$ cat src/rtl/sram_fifo_arbiter_pkg.sv
// ============================================================================
// sram_fifo_arbiter_pkg : shared state encoding and default sizes
// Revision: 1.0
// ============================================================================
`default_nettype none

package sram_fifo_arbiter_pkg;

    localparam int c_DEFAULT_BITS  = 8;
    localparam int c_DEFAULT_DEPTH = 8;

    typedef enum logic [1:0] {
        IDLE = 2'd0,
        WR   = 2'd1,
        RD   = 2'd2
    } state_t;

endpackage

`default_nettype wire

$ cat src/rtl/rr_arbiter2.sv
// ============================================================================
// rr_arbiter2 : two-input round-robin arbiter, combinational grant
// Revision: 1.0
// ============================================================================
`default_nettype none

module rr_arbiter2 (
    input  logic clk,
    input  logic rst,
    input  logic i_reqA,
    input  logic i_reqB,
    output logic o_gntA,
    output logic o_gntB
);

    // Set when B was granted most recently; starts at B so A wins the first conflict.
    logic r_lastB;

    always_comb begin
        o_gntA = i_reqA && (!i_reqB || r_lastB);
        o_gntB = i_reqB && !o_gntA;
    end

    always_ff @(posedge clk or negedge rst) begin
        if (!rst) begin
            r_lastB <= 1'b1;
        end else if (o_gntA || o_gntB) begin
            r_lastB <= o_gntB;
        end
    end

endmodule

`default_nettype wire

$ cat src/rtl/sram_fifo_arbiter.sv
// ============================================================================
// sram_fifo_arbiter : two-requester arbiter in front of a shared SRAM FIFO
// Revision: 1.0
// ============================================================================
`default_nettype none

module sram_fifo_arbiter
    import sram_fifo_arbiter_pkg::*;
#(
    parameter int BITS  = c_DEFAULT_BITS,
    parameter int DEPTH = c_DEFAULT_DEPTH,
    localparam int CW   = $clog2(DEPTH) + 1
) (
    input  logic            clk,
    input  logic            rst,
    input  logic            a_wr_req,
    input  logic            b_wr_req,
    input  logic            a_rd_req,
    input  logic            b_rd_req,
    input  logic [BITS-1:0] a_wdata,
    input  logic [BITS-1:0] b_wdata,
    output logic            a_gnt,
    output logic            b_gnt,
    output logic            a_rvalid,
    output logic            b_rvalid,
    output logic [BITS-1:0] rdata,
    output logic            fifo_read,
    output logic            fifo_write,
    output logic [BITS-1:0] fifo_wdata,
    input  logic [BITS-1:0] fifo_rdata,
    output logic            full,
    output logic            empty,
    output logic [CW-1:0]   count
);

    state_t          r_state;
    logic [CW-1:0]   r_count;
    logic            r_aGnt;
    logic            r_bGnt;
    logic            r_aRvalid;
    logic            r_bRvalid;
    logic [BITS-1:0] r_wdata;

    logic            w_notEmpty;
    logic            w_notFull;
    logic            w_aRd;
    logic            w_aWr;
    logic            w_bRd;
    logic            w_bWr;
    logic            w_selA;
    logic            w_selB;
    logic            w_issueRd;
    logic            w_issueWr;
    logic [BITS-1:0] w_winWdata;

    // r_count already reflects every operation granted so far, so it is the
    // right occupancy to judge eligibility against.
    assign w_notEmpty = (r_count != '0);
    assign w_notFull  = (r_count != CW'(DEPTH));

    assign w_aRd = a_rd_req && w_notEmpty;
    assign w_aWr = a_wr_req && w_notFull;
    assign w_bRd = b_rd_req && w_notEmpty;
    assign w_bWr = b_wr_req && w_notFull;

    rr_arbiter2 u_rrArbiter (
        .clk    (clk),
        .rst    (rst),
        .i_reqA (w_aRd || w_aWr),
        .i_reqB (w_bRd || w_bWr),
        .o_gntA (w_selA),
        .o_gntB (w_selB)
    );

    // A requester with both operations eligible performs its read.
    assign w_issueRd  = (w_selA && w_aRd) || (w_selB && w_bRd);
    assign w_issueWr  = (w_selA && !w_aRd && w_aWr) || (w_selB && !w_bRd && w_bWr);
    assign w_winWdata = w_selA ? a_wdata : b_wdata;

    always_ff @(posedge clk or negedge rst) begin
        if (!rst) begin
            r_state   <= IDLE;
            r_count   <= '0;
            r_aGnt    <= 1'b0;
            r_bGnt    <= 1'b0;
            r_aRvalid <= 1'b0;
            r_bRvalid <= 1'b0;
            r_wdata   <= '0;
        end else begin
            r_aGnt    <= w_selA;
            r_bGnt    <= w_selB;
            r_aRvalid <= r_aGnt && (r_state == RD);
            r_bRvalid <= r_bGnt && (r_state == RD);
            if (w_issueWr) begin
                r_state <= WR;
                r_count <= r_count + 1'b1;
                r_wdata <= w_winWdata;
            end else if (w_issueRd) begin
                r_state <= RD;
                r_count <= r_count - 1'b1;
            end else begin
                r_state <= IDLE;
            end
        end
    end

    assign a_gnt      = r_aGnt;
    assign b_gnt      = r_bGnt;
    assign a_rvalid   = r_aRvalid;
    assign b_rvalid   = r_bRvalid;
    assign rdata      = fifo_rdata;
    assign fifo_write = (r_state == WR);
    assign fifo_read  = (r_state == RD);
    assign fifo_wdata = r_wdata;
    assign count      = r_count;
    assign full       = (r_count == CW'(DEPTH));
    assign empty      = (r_count == '0);

endmodule

`default_nettype wire
$ cat config.mk
export PLATFORM = sky130hd
export DESIGN_NAME = sram_fifo_arbiter
export DESIGN_NICKNAME = d
export VERILOG_FILES = /design/src/rtl/sram_fifo_arbiter_pkg.sv /design/src/rtl/rr_arbiter2.sv /design/src/rtl/sram_fifo_arbiter.sv
export SDC_FILE = /design/constraint.sdc
export NUM_CORES = 1
export LEC_CHECK = 0
export ABC_AREA = 1
export ABC_CLOCK_PERIOD_IN_PS = 2700
export BUFFER_PORTS_ARGS = -buffer_cell sky130_fd_sc_hd__buf_4
export CORE_MARGIN = 10
export CORE_UTILIZATION = 30
export CTS_BUF_LIST = sky130_fd_sc_hd__clkbuf_4
export CTS_CLUSTER_DIAMETER = 120
export DETAILED_ROUTE_END_ITERATION = 12
export PLACE_DENSITY_LB_ADDON = 0.3
export SLEW_MARGIN = 15
export SYNTH_ARGS = -nofsm -noshare
export SYNTH_HDL_FRONTEND = slang
export SYNTH_SLANG_ARGS = --single-unit
$ cat constraint.sdc
create_clock -name clk -period 2.7 [get_ports clk]
set_input_delay 0.54 -clock clk [delete_from_list [all_inputs] [get_ports clk]]
set_output_delay 0.54 -clock clk [all_outputs]
set_load 0.02 [all_outputs]
# After elaboration in Yosys (flattened, before gate mapping)
# Index checks and enable logic that the tools add are counted.
# Widths: inputs -> output; s select.
[classes] addsub=2 eq_ne=4 n_mux=5 reduce_logical=27
[ops] cell="$logic_and 1x1->1" count=14
[ops] cell="$mux 4" count=2
[ops] cell="$mux 8" count=1
[ops] cell="$logic_or 1x1->1" count=6
[ops] cell="$add 4x1->4 const B" count=1
[ops] cell="$eq 4x4->1 const B" count=1
[ops] cell="$logic_not 1->1" count=4
[ops] cell="$logic_not 4->1" count=1
[ops] cell="$mux 2" count=2
[ops] cell="$ne 4x4->1 const B" count=1
[ops] cell="$reduce_bool 4->1" count=1
[ops] cell="$sub 4x1->4 const B" count=1
[ops] cell="$eq 2x1->1 const B" count=1
[ops] cell="$eq 2x2->1 const B" count=1
[ops] cell="$reduce_bool 2->1" count=1
[word_totals] register_bits=19 inputBits=30 output_inout_bits=28 wordCells=46

# Logic depth before layout (Yosys ltp)
# Gate-level depths: netlist (run 1).
[logic_depth] ltp_word=12 ltp_mapped=20 depth_no_buf=19

# Modules after synthesis
# From an unflattened synthesis (run 1), not the netlist that was laid out.
[hier_totals] hier_cells=132 area_unflattened_um2=1073.5
[modules_own_cells] module="sram_fifo_arbiter" instances=1 cells_each=126 area_per_inst_um2=1019.7 seq_area_each_um2=450.4
[modules_own_cells] module="rr_arbiter2" instances=1 cells_each=6 area_per_inst_um2=53.8 seq_area_each_um2=26.3

# Worst setup path before layout (run 1)
# OpenSTA, ideal clock, no wires.
[synth_timing] path_type="register to register" from="register r_count[0] (netlist: count[0])" to="register r_count[3] (netlist: count[3])" setup_ps=117 arrival_time_ps=2191 required_time_ps=2583 path_slack_ps=392 stages_incl_launch_ff=19 path_buffers=1 synth_period_minus_slack_ps=2308 cell_sequence="dfrtp_1 -> nor2_2 -> nand2_2 -> nand2_1 -> nand2_2 -> nand2_4 -> nand3_2 -> nand2_4 -> buf_6 -> inv_1 -> ha_1 -> nand2_1 -> nand2_1 -> a31oi_1 -> inv_1 -> nand2_1 -> nand2_1 -> nand2_1 -> nand2_1"
[synth_between] elab_chain_cells=12 word_cells_on_any_way=28 cone_classes="add/sub: 2; eq/ne: 1; mux: 2; reduce/logical: 23"
[synth_rtl] element="start: declaration" line="sram_fifo_arbiter.sv:37" rtl="logic [CW-1:0] r_count;"
[synth_rtl] element="start signal: assignment" line="sram_fifo_arbiter.sv:96" rtl="r_count <= r_count + 1'b1;"
[synth_rtl] element="start signal: assignment" line="sram_fifo_arbiter.sv:100" rtl="r_count <= r_count - 1'b1;"
[synth_rtl] element="$ne 4x4->1 or $reduce_bool 4->1 (tied branches)" line="sram_fifo_arbiter.sv:59, sram_fifo_arbiter.sv:58"
[synth_rtl] element="$logic_and 1x1->1, on equally long branches" line="sram_fifo_arbiter.sv:64, sram_fifo_arbiter.sv:63"
[synth_rtl] element="$logic_or 1x1->1" line="sram_fifo_arbiter.sv:70" rtl=".i_reqB (w_bRd || w_bWr),"
[synth_rtl] element="$logic_not 1->1" line="rr_arbiter2.sv:20" rtl="o_gntA = i_reqA && (!i_reqB || r_lastB);"
[synth_rtl] element="$logic_or 1x1->1" line="rr_arbiter2.sv:20"
[synth_rtl] element="$logic_and 1x1->1" line="rr_arbiter2.sv:20"
[synth_rtl] element="$logic_not 1->1" line="rr_arbiter2.sv:21" rtl="o_gntB = i_reqB && !o_gntA;"
[synth_rtl] element="$logic_and 1x1->1" line="rr_arbiter2.sv:21"
[synth_rtl] element="$logic_and 1x1->1 (2 in a row)" line="sram_fifo_arbiter.sv:77" rtl="assign w_issueWr = (w_selA && !w_aRd && w_aWr) || (w_selB && !w_bRd && w_bWr);"
[synth_rtl] element="$logic_or 1x1->1 (*)" line="sram_fifo_arbiter.sv:77"
[synth_rtl] element="net w_issueWr" line="sram_fifo_arbiter.sv:53" rtl="logic w_issueWr;"
[synth_rtl] element="$mux 4 or $reduce_bool 2->1 (tied branches)"
# The timed path passes the listed nets; every way through them passes the cells marked *. The select of a mux whose other input is x is not followed.
# A chain may end at the register's enable or synchronous reset.

# Worst setup path after layout (run 1)
[layout_timing] from="register r_count[0] (netlist: count[0])" to="register r_count[3] (netlist: count[3])"
[layout_between] elab_chain_cells=12 word_cells_on_any_way=28 cone_classes="add/sub: 2; eq/ne: 1; mux: 2; reduce/logical: 23"
[layout_rtl] element="$ne 4x4->1 or $reduce_bool 4->1 (tied branches)" line="sram_fifo_arbiter.sv:59, sram_fifo_arbiter.sv:58"
[layout_rtl] element="$logic_and 1x1->1, on equally long branches" line="sram_fifo_arbiter.sv:64, sram_fifo_arbiter.sv:63"
[layout_rtl] element="$logic_or 1x1->1" line="sram_fifo_arbiter.sv:70"
[layout_rtl] element="$logic_not 1->1" line="rr_arbiter2.sv:20"
[layout_rtl] element="$logic_or 1x1->1" line="rr_arbiter2.sv:20"
[layout_rtl] element="$logic_and 1x1->1" line="rr_arbiter2.sv:20"
[layout_rtl] element="$logic_not 1->1" line="rr_arbiter2.sv:21"
[layout_rtl] element="$logic_and 1x1->1" line="rr_arbiter2.sv:21"
[layout_rtl] element="$logic_and 1x1->1 (2 in a row)" line="sram_fifo_arbiter.sv:77"
[layout_rtl] element="$logic_or 1x1->1" line="sram_fifo_arbiter.sv:77"
[layout_rtl] element="$mux 4 or $reduce_bool 2->1 (tied branches)"
# Several ways; a longest one is shown, not always the timed one. The select of a mux whose other input is x is not followed.

==> reports/results.tsv, run 1 <==
metric	value	unit
status	finished clean	
total CTS buffers	3	
post-CTS sizing	0	
Synth Net Count	150	
cell area after synthesis	0.00105	mm2
Post-CTS Setup Bufs	0	
Final HPWL DP	2060	um
Vias/cell	4.26	
Req. time, crit path	2.90	ns
R2R cell count	17	
Worst setup EP type	flop	
layout cells sized above 1	38.6	%
Final nets	187	
DRC violations left	0	
Max-cap violations	0	
Tmin final	2.37	ns
clk_skew	0.00445	ns
HP Class	in -> async	
normalized max-slew margin	84.0	%
largest net degree at the start of global routing	20	
commonest cells after routing, fill and taps aside	buf_4 (42), nor2_1 (22), dfrtp_1 (18)	
kind of critical path	reg -> reg	
htree depth	1	
Synth cell types	24	
TritonCTS clock tree	done	
Worst VDD drop	359	uV
Hold-fix buffers, CTS	0	
clk buf depth	2	
Ports	58	
final wirelength	2460	um
EDFF count, synth	0	
RSZ-0062 raised after global routing	false	
Synth Register Bits	19	
first-pass GRT wire length	4060	um
chip height	79.3	um
Max Freq	0.421	GHz
Detail Route Antenna Nets	0	
Slew Limit Fails	0	
Initial Util	31.3	%
leakage power	0.719	nW
Post-Route Setup TNS	0	ns
Tcrit/Tclk final	87.9	%
R2R Path Start	count[0]$_DFFE_PN0P_	
most common cell after layout, fill and taps aside	buf_4	
sequential fraction of the synthesis area	45.2	%
vias in the first global route	867	
Die Wd	79.3	um
port bufs	41	
area delta synth->final	30.2	%
Worst EP arrival	2.57	ns
YS warnings	0	
crit path max fanout	12	
Hold WS	0.0944	ns
Core Rows	21	
GRT Total Usage	7.92	%
type of origin of the critical path	flop	
Core Box Area	0.00336	mm2
endpoints failing hold	0	
Ant. Diodes	0	
clock transition at the registers of the reported paths	0.11	ns
clk_lat worst skew	0.29	ns
Root Driver	clkbuf_4	
WL/cell	12.4	um
Synth Area per Inst	9.00	um2
filler instances	343	
via count	848	
drt pass-1 iters	4	
Detailed Route Iter0 Violations	36	
Top FF cell, synth	dfrtp_1	
initial antenna violation count	0	
Final setup violation count	0	
clock sinks	19	
Final Core Density	40.8	%
ys async rst share	100	%
Worst-Margin Slew	0.241	ns
placed cell area	0.00134	mm2
fin area	0.00137	mm2
worst reg-to-reg setup slack	0.33	ns
GR Overflow Total	0	
DIE AREA	0.00628	mm2
PwrDens	1210	mW/mm2
Syn Inst Count	117	
Placer Congestion	0.705	
RR Endpoint	count[3]$_DFFE_PN0P_	
worst max-delay path by stage:
| stage | to | start | depth (start not counted) | slack, ns |
|---|---|---|---|---|
| 6_report | count[3]$_DFFE_PN0P_ | count[0]$_DFFE_PN0P_ | 17 | 0.33 |
| 5_1_grt | count[3]$_DFFE_PN0P_ | count[0]$_DFFE_PN0P_ | 17 | 0.08 |
| 4_1_cts | count[3]$_DFFE_PN0P_ | count[0]$_DFFE_PN0P_ | 17 | 0.32 |
| 3_5_place_dp | count[3]$_DFFE_PN0P_ | count[0]$_DFFE_PN0P_ | 17 | 0.33 |
| 3_3_place_gp | count[3]$_DFFE_PN0P_ | b_rd_req | 17 | 0.42 |
| 2_1_floorplan | count[3]$_DFFE_PN0P_ | count[0]$_DFFE_PN0P_ | 18 | 0.39 |
registers in the layout, summed over array words and instances, names as in the netlist:
| register | flops |
|---|---|
| a_rvalid | 1 |
| count | 4 |
| r_state | 2 |
| u_rrArbiter.r_lastB | 1 |
| fifo_wdata | 8 |
| a_gnt | 1 |
| b_rvalid | 1 |
| b_gnt | 1 |
cell families after synthesis:
logic type / after synthesis / synth area share [%]
flops: 19 / 45.2
mux: 1 / 1.07
simple gates: 49 / 23.2
buf+inv: 24 / 13.5
compound gates: 19 / 11.0
fa+ha+maj: 3 / 4.28
xor+xnor: 2 / 1.66
critical path, cell delays in order, from the launching register on:
cell and delay (ns):
dfrtp_1 0.45, nor2_2 0.17, nand2_2 0.10, nand2_1 0.12, nand2_2 0.10, nand2_4 0.17
nand3_2 0.11, nand2_4 0.10, inv_1 0.06, ha_1 0.31, nand2_1 0.08, nand2_1 0.04
a31oi_1 0.18, inv_1 0.06, nand2_1 0.08, nand2_1 0.05, nand2_1 0.05, nand2_1 0.04
metrics by stage:
stage | power [mW] | worst slack, ns | cells
final | 1.66 | 0.327 | 199
after global routing | 1.83 | 0.0833 | 199
after detailed placement | 1.55 | 0.331 | 195
after global placement | 1.53 | 0.419 | 195
after floorplan | 1.22 | 0.392 | 117
after CTS | 1.70 | 0.322 | 199
metal layers:
| metal | wire length, um | GRT usage (%) |
|---|---|---|
| met4 | 37 | 2.69 |
| met1 | 985 | 8.64 |
| met3 | 242 | 4.50 |
| met5 | 0 | 0 |
| met2 | 1200 | 12.6 |
power by group:
group          leakage (nW)  switching [mW]  total [mW]  internal (mW)
combinational         0.483           0.567       0.999          0.432
clock                0.0177          0.0843       0.139         0.0551
sequential            0.219          0.0943       0.523          0.429
total                 0.719           0.746        1.66          0.915
layout make-up:
class | count | area, um2 | share of cell area [%]
inverters | 14 | 60.1 | 4.38
clock buffers | 3 | 22.5 | 1.64
multi-input cells | 74 | 434 | 31.7
repair buffers | 42 | 315 | 23.0
clock inverters | 1 | 5.00 | 0.365
well taps | 46 | 57.6 | 4.20
flip-flops and latches | 19 | 477 | 34.8
synth_stat cells (2+ instances only):
library cell,instances,share of area (%)
nand3_1,2,0.95
o21ai_1,8,3.8
nand2_1,13,4.6
nand3_2,2,1.9
and3_1,2,1.2
nand2_4,4,4.3
inv_1,13,4.6
ha_1,2,2.4
o21a_1,8,5.7
buf_4,8,5.7
nor2_1,22,7.8
nand2_2,3,1.8
dfrtp_1,18,43
buf_6,2,2.1
Note: power is estimated with default switching activity, not from simulation.
==> run 2, diff against run 1 <==
PLACE_DENSITY_LB_ADDON = 0.05   (was 0.3)
==> run 2 against run 1 <==
Clock power is 6% higher. Maximum frequency is 0.76% higher. Clock-buffer cell count is 1 higher. Sequential share of layout area is 0.063 points lower. Register-to-register slack better by 0.02 ns. Hold slack better by 0.0074 ns. Die area stayed put. Flip-flop and latch count stayed put. Critical path type unchanged.
==> reports/results.tsv, run 2 (same netlist as run 1, synthesis figures left out) <==
metric	value	unit	change
first-pass GRT wire length	4140	um	+1.9%
post-CTS sizing	0		unchanged
Ant. Diodes	0		unchanged
drt pass-1 iters	4		unchanged
Detailed Route Iter0 Violations	25		-31%
TritonCTS clock tree	done		
max reg flops	8		unchanged
Core Box Area	0.00336	mm2	unchanged
final cell count without fillers	199		unchanged
vias in the first global route	868		+0.12%
Final HPWL DP	2030	um	-1.3%
Ports	58		unchanged
Initial Util	31.3	%	unchanged
normalized max-slew margin	83.5	%	-0.49 points
Int Pwr	0.928	mW	+1.4%
GRT Total Usage	8.10	%	+0.18 points
Final nets	187		unchanged
Post-Route Setup TNS	0	ns	unchanged
Final setup violation count	0		unchanged
Core Rows	21		unchanged
Tmin final	2.35	ns	-0.0180 ns
clock sinks	19		unchanged
endpoints failing hold	0		unchanged
clock transition at the registers of the reported paths	0.11	ns	about the same
layout cells sized above 1	38.6	%	unchanged
clk_lat worst skew	0.29	ns	about the same
largest net degree at the start of global routing	20		unchanged
DRC violations left	0		unchanged
type of origin of the critical path	flop		
PwrDens	1220	mW/mm2	+0.90%
htree depth	1		unchanged
kind of critical path	reg -> reg		
Root Driver	clkbuf_4		
clk buf depth	2		unchanged
Logic pwr share	60.2	%	about the same
Max Freq	0.425	GHz	+0.76%
Post-Place Cells	195		unchanged
RSZ-0062 raised after global routing	false		
P_sw	0.751	mW	+0.71%
Tcrit/Tclk final	87.2	%	-0.66 points
Max-cap violations	0		unchanged
Die Wd	79.3	um	unchanged
Req. time, crit path	2.89	ns	about the same
filler instances	351		+2.3%
leakage power	0.720	nW	about the same
chip height	79.3	um	unchanged
Slew Limit Fails	0		unchanged
Net Sw Frac	44.7	%	-0.17 points
Worst-Margin Slew	0.248	ns	+0.00738 ns
port bufs	41		unchanged
final wirelength	2510	um	+1.7%
clk_skew	0.0117	ns	+0.00729 ns
WL/cell	12.6	um	+1.7%
HP Class	in -> async		
R2R cell count	12		-5
DIE AREA	0.00628	mm2	unchanged
Vias/cell	4.27		+0.12%
via count	849		+0.12%
area delta synth->final	30.4	%	
crit path max fanout	19		+7
GR Overflow Total	0		unchanged
Placer Congestion	0.716		+1.6%
total CTS buffers	3		unchanged
R2R Path Start	count[0]$_DFFE_PN0P_		
Worst setup EP type	flop		
Worst VDD drop	490	uV	+37%
share of power burned in registers	31.0	%	-0.5 points
initial antenna violation count	0		unchanged
Worst EP arrival	2.54	ns	-0.03 ns
worst reg-to-reg setup slack	0.35	ns	+0.02 ns
commonest cells after routing, fill and taps aside	buf_4 (42), nor2_1 (22), dfrtp_1 (18)		
Final Core Density	40.8	%	+0.074 points
most common cell after layout, fill and taps aside	buf_4		
Clock power frac	8.8	%	+0.4 points
RR Endpoint	count[2]$_DFFE_PN0P_		
Post-CTS Setup Bufs	0		unchanged
status	finished clean		
Hold-fix buffers, CTS	0		unchanged
Detail Route Antenna Nets	0		unchanged
run 2: cell types whose count changed in the layout (fill, tap and decap cells not counted):
cell	before	now
clkbuf_4	3	4
clkinv_2	1	0
run 2: stage by stage:
stage	worst slack, ns	area (um2)	hold slack, ns	power, mW
after detailed placement	0.326	1340	0.435	1.56
after global routing	0.0776	1370	0.0975	1.84
final	0.345	1370	0.102	1.68
after floorplan	0.392	1050	0.244	1.22
after global placement	0.337	1340	0.436	1.54
after CTS	0.311	1370	0.0981	1.72
run 2: worst max path at each step:
stage | startpoint | to | depth (start not counted)
CTS | count[0]$_DFFE_PN0P_ | count[3]$_DFFE_PN0P_ | 17
global route | count[0]$_DFFE_PN0P_ | count[3]$_DFFE_PN0P_ | 17
global placement | count[0]$_DFFE_PN0P_ | count[2]$_DFFE_PN0P_ | 12
floorplan | count[0]$_DFFE_PN0P_ | count[3]$_DFFE_PN0P_ | 18
detailed placement | count[0]$_DFFE_PN0P_ | count[3]$_DFFE_PN0P_ | 17
finish | count[0]$_DFFE_PN0P_ | count[2]$_DFFE_PN0P_ | 12
run 2: cell type report:
| cell class | count | area, um2 | share of cell area (%) |
|---|---|---|---|
| Multi-Input combinational cell | 74 | 434 | 31.6 |
| Inverter | 14 | 60.1 | 4.37 |
| Clock buffer | 4 | 30.0 | 2.19 |
| Sequential cell | 19 | 477 | 34.7 |
| Timing Repair Buffer | 42 | 315 | 23.0 |
| Tap cell | 46 | 57.6 | 4.19 |
run 2: routing by layer:
layer  vias up  routed length (um)  track usage [%]
met5         -                   0                0
met4         0                  42             2.87
met3        12                 247             4.84
met2        22                1210             12.2
met1       382                1010             9.27
li1        433                   -                -
run 2: power by group through the flow:
stage / Sequential, mW / Clock [mW] / Combinational, mW
2_1_floorplan: 0.655 / 0 / 0.568
3_3_place_gp: 0.525 / 0 / 1.01
3_5_place_dp: 0.531 / 0 / 1.03
4_1_cts: 0.524 / 0.159 / 1.04
5_1_grt: 0.542 / 0.170 / 1.13
6_report: 0.520 / 0.148 / 1.01
run 2: worst max-delay path, cell delays in order (launching register included):
cell and delay [ns]:
dfrtp_1 0.45, nor2_2 0.16, nand2_1 0.10, nand2_1 0.09, nand2_2 0.08, nand2_4 0.09, nand2_4 0.13, nand3_2 0.11
nand2_4 0.04, buf_4 0.20, fa_1 0.40, xnor2_1 0.13, mux2_2 0.26
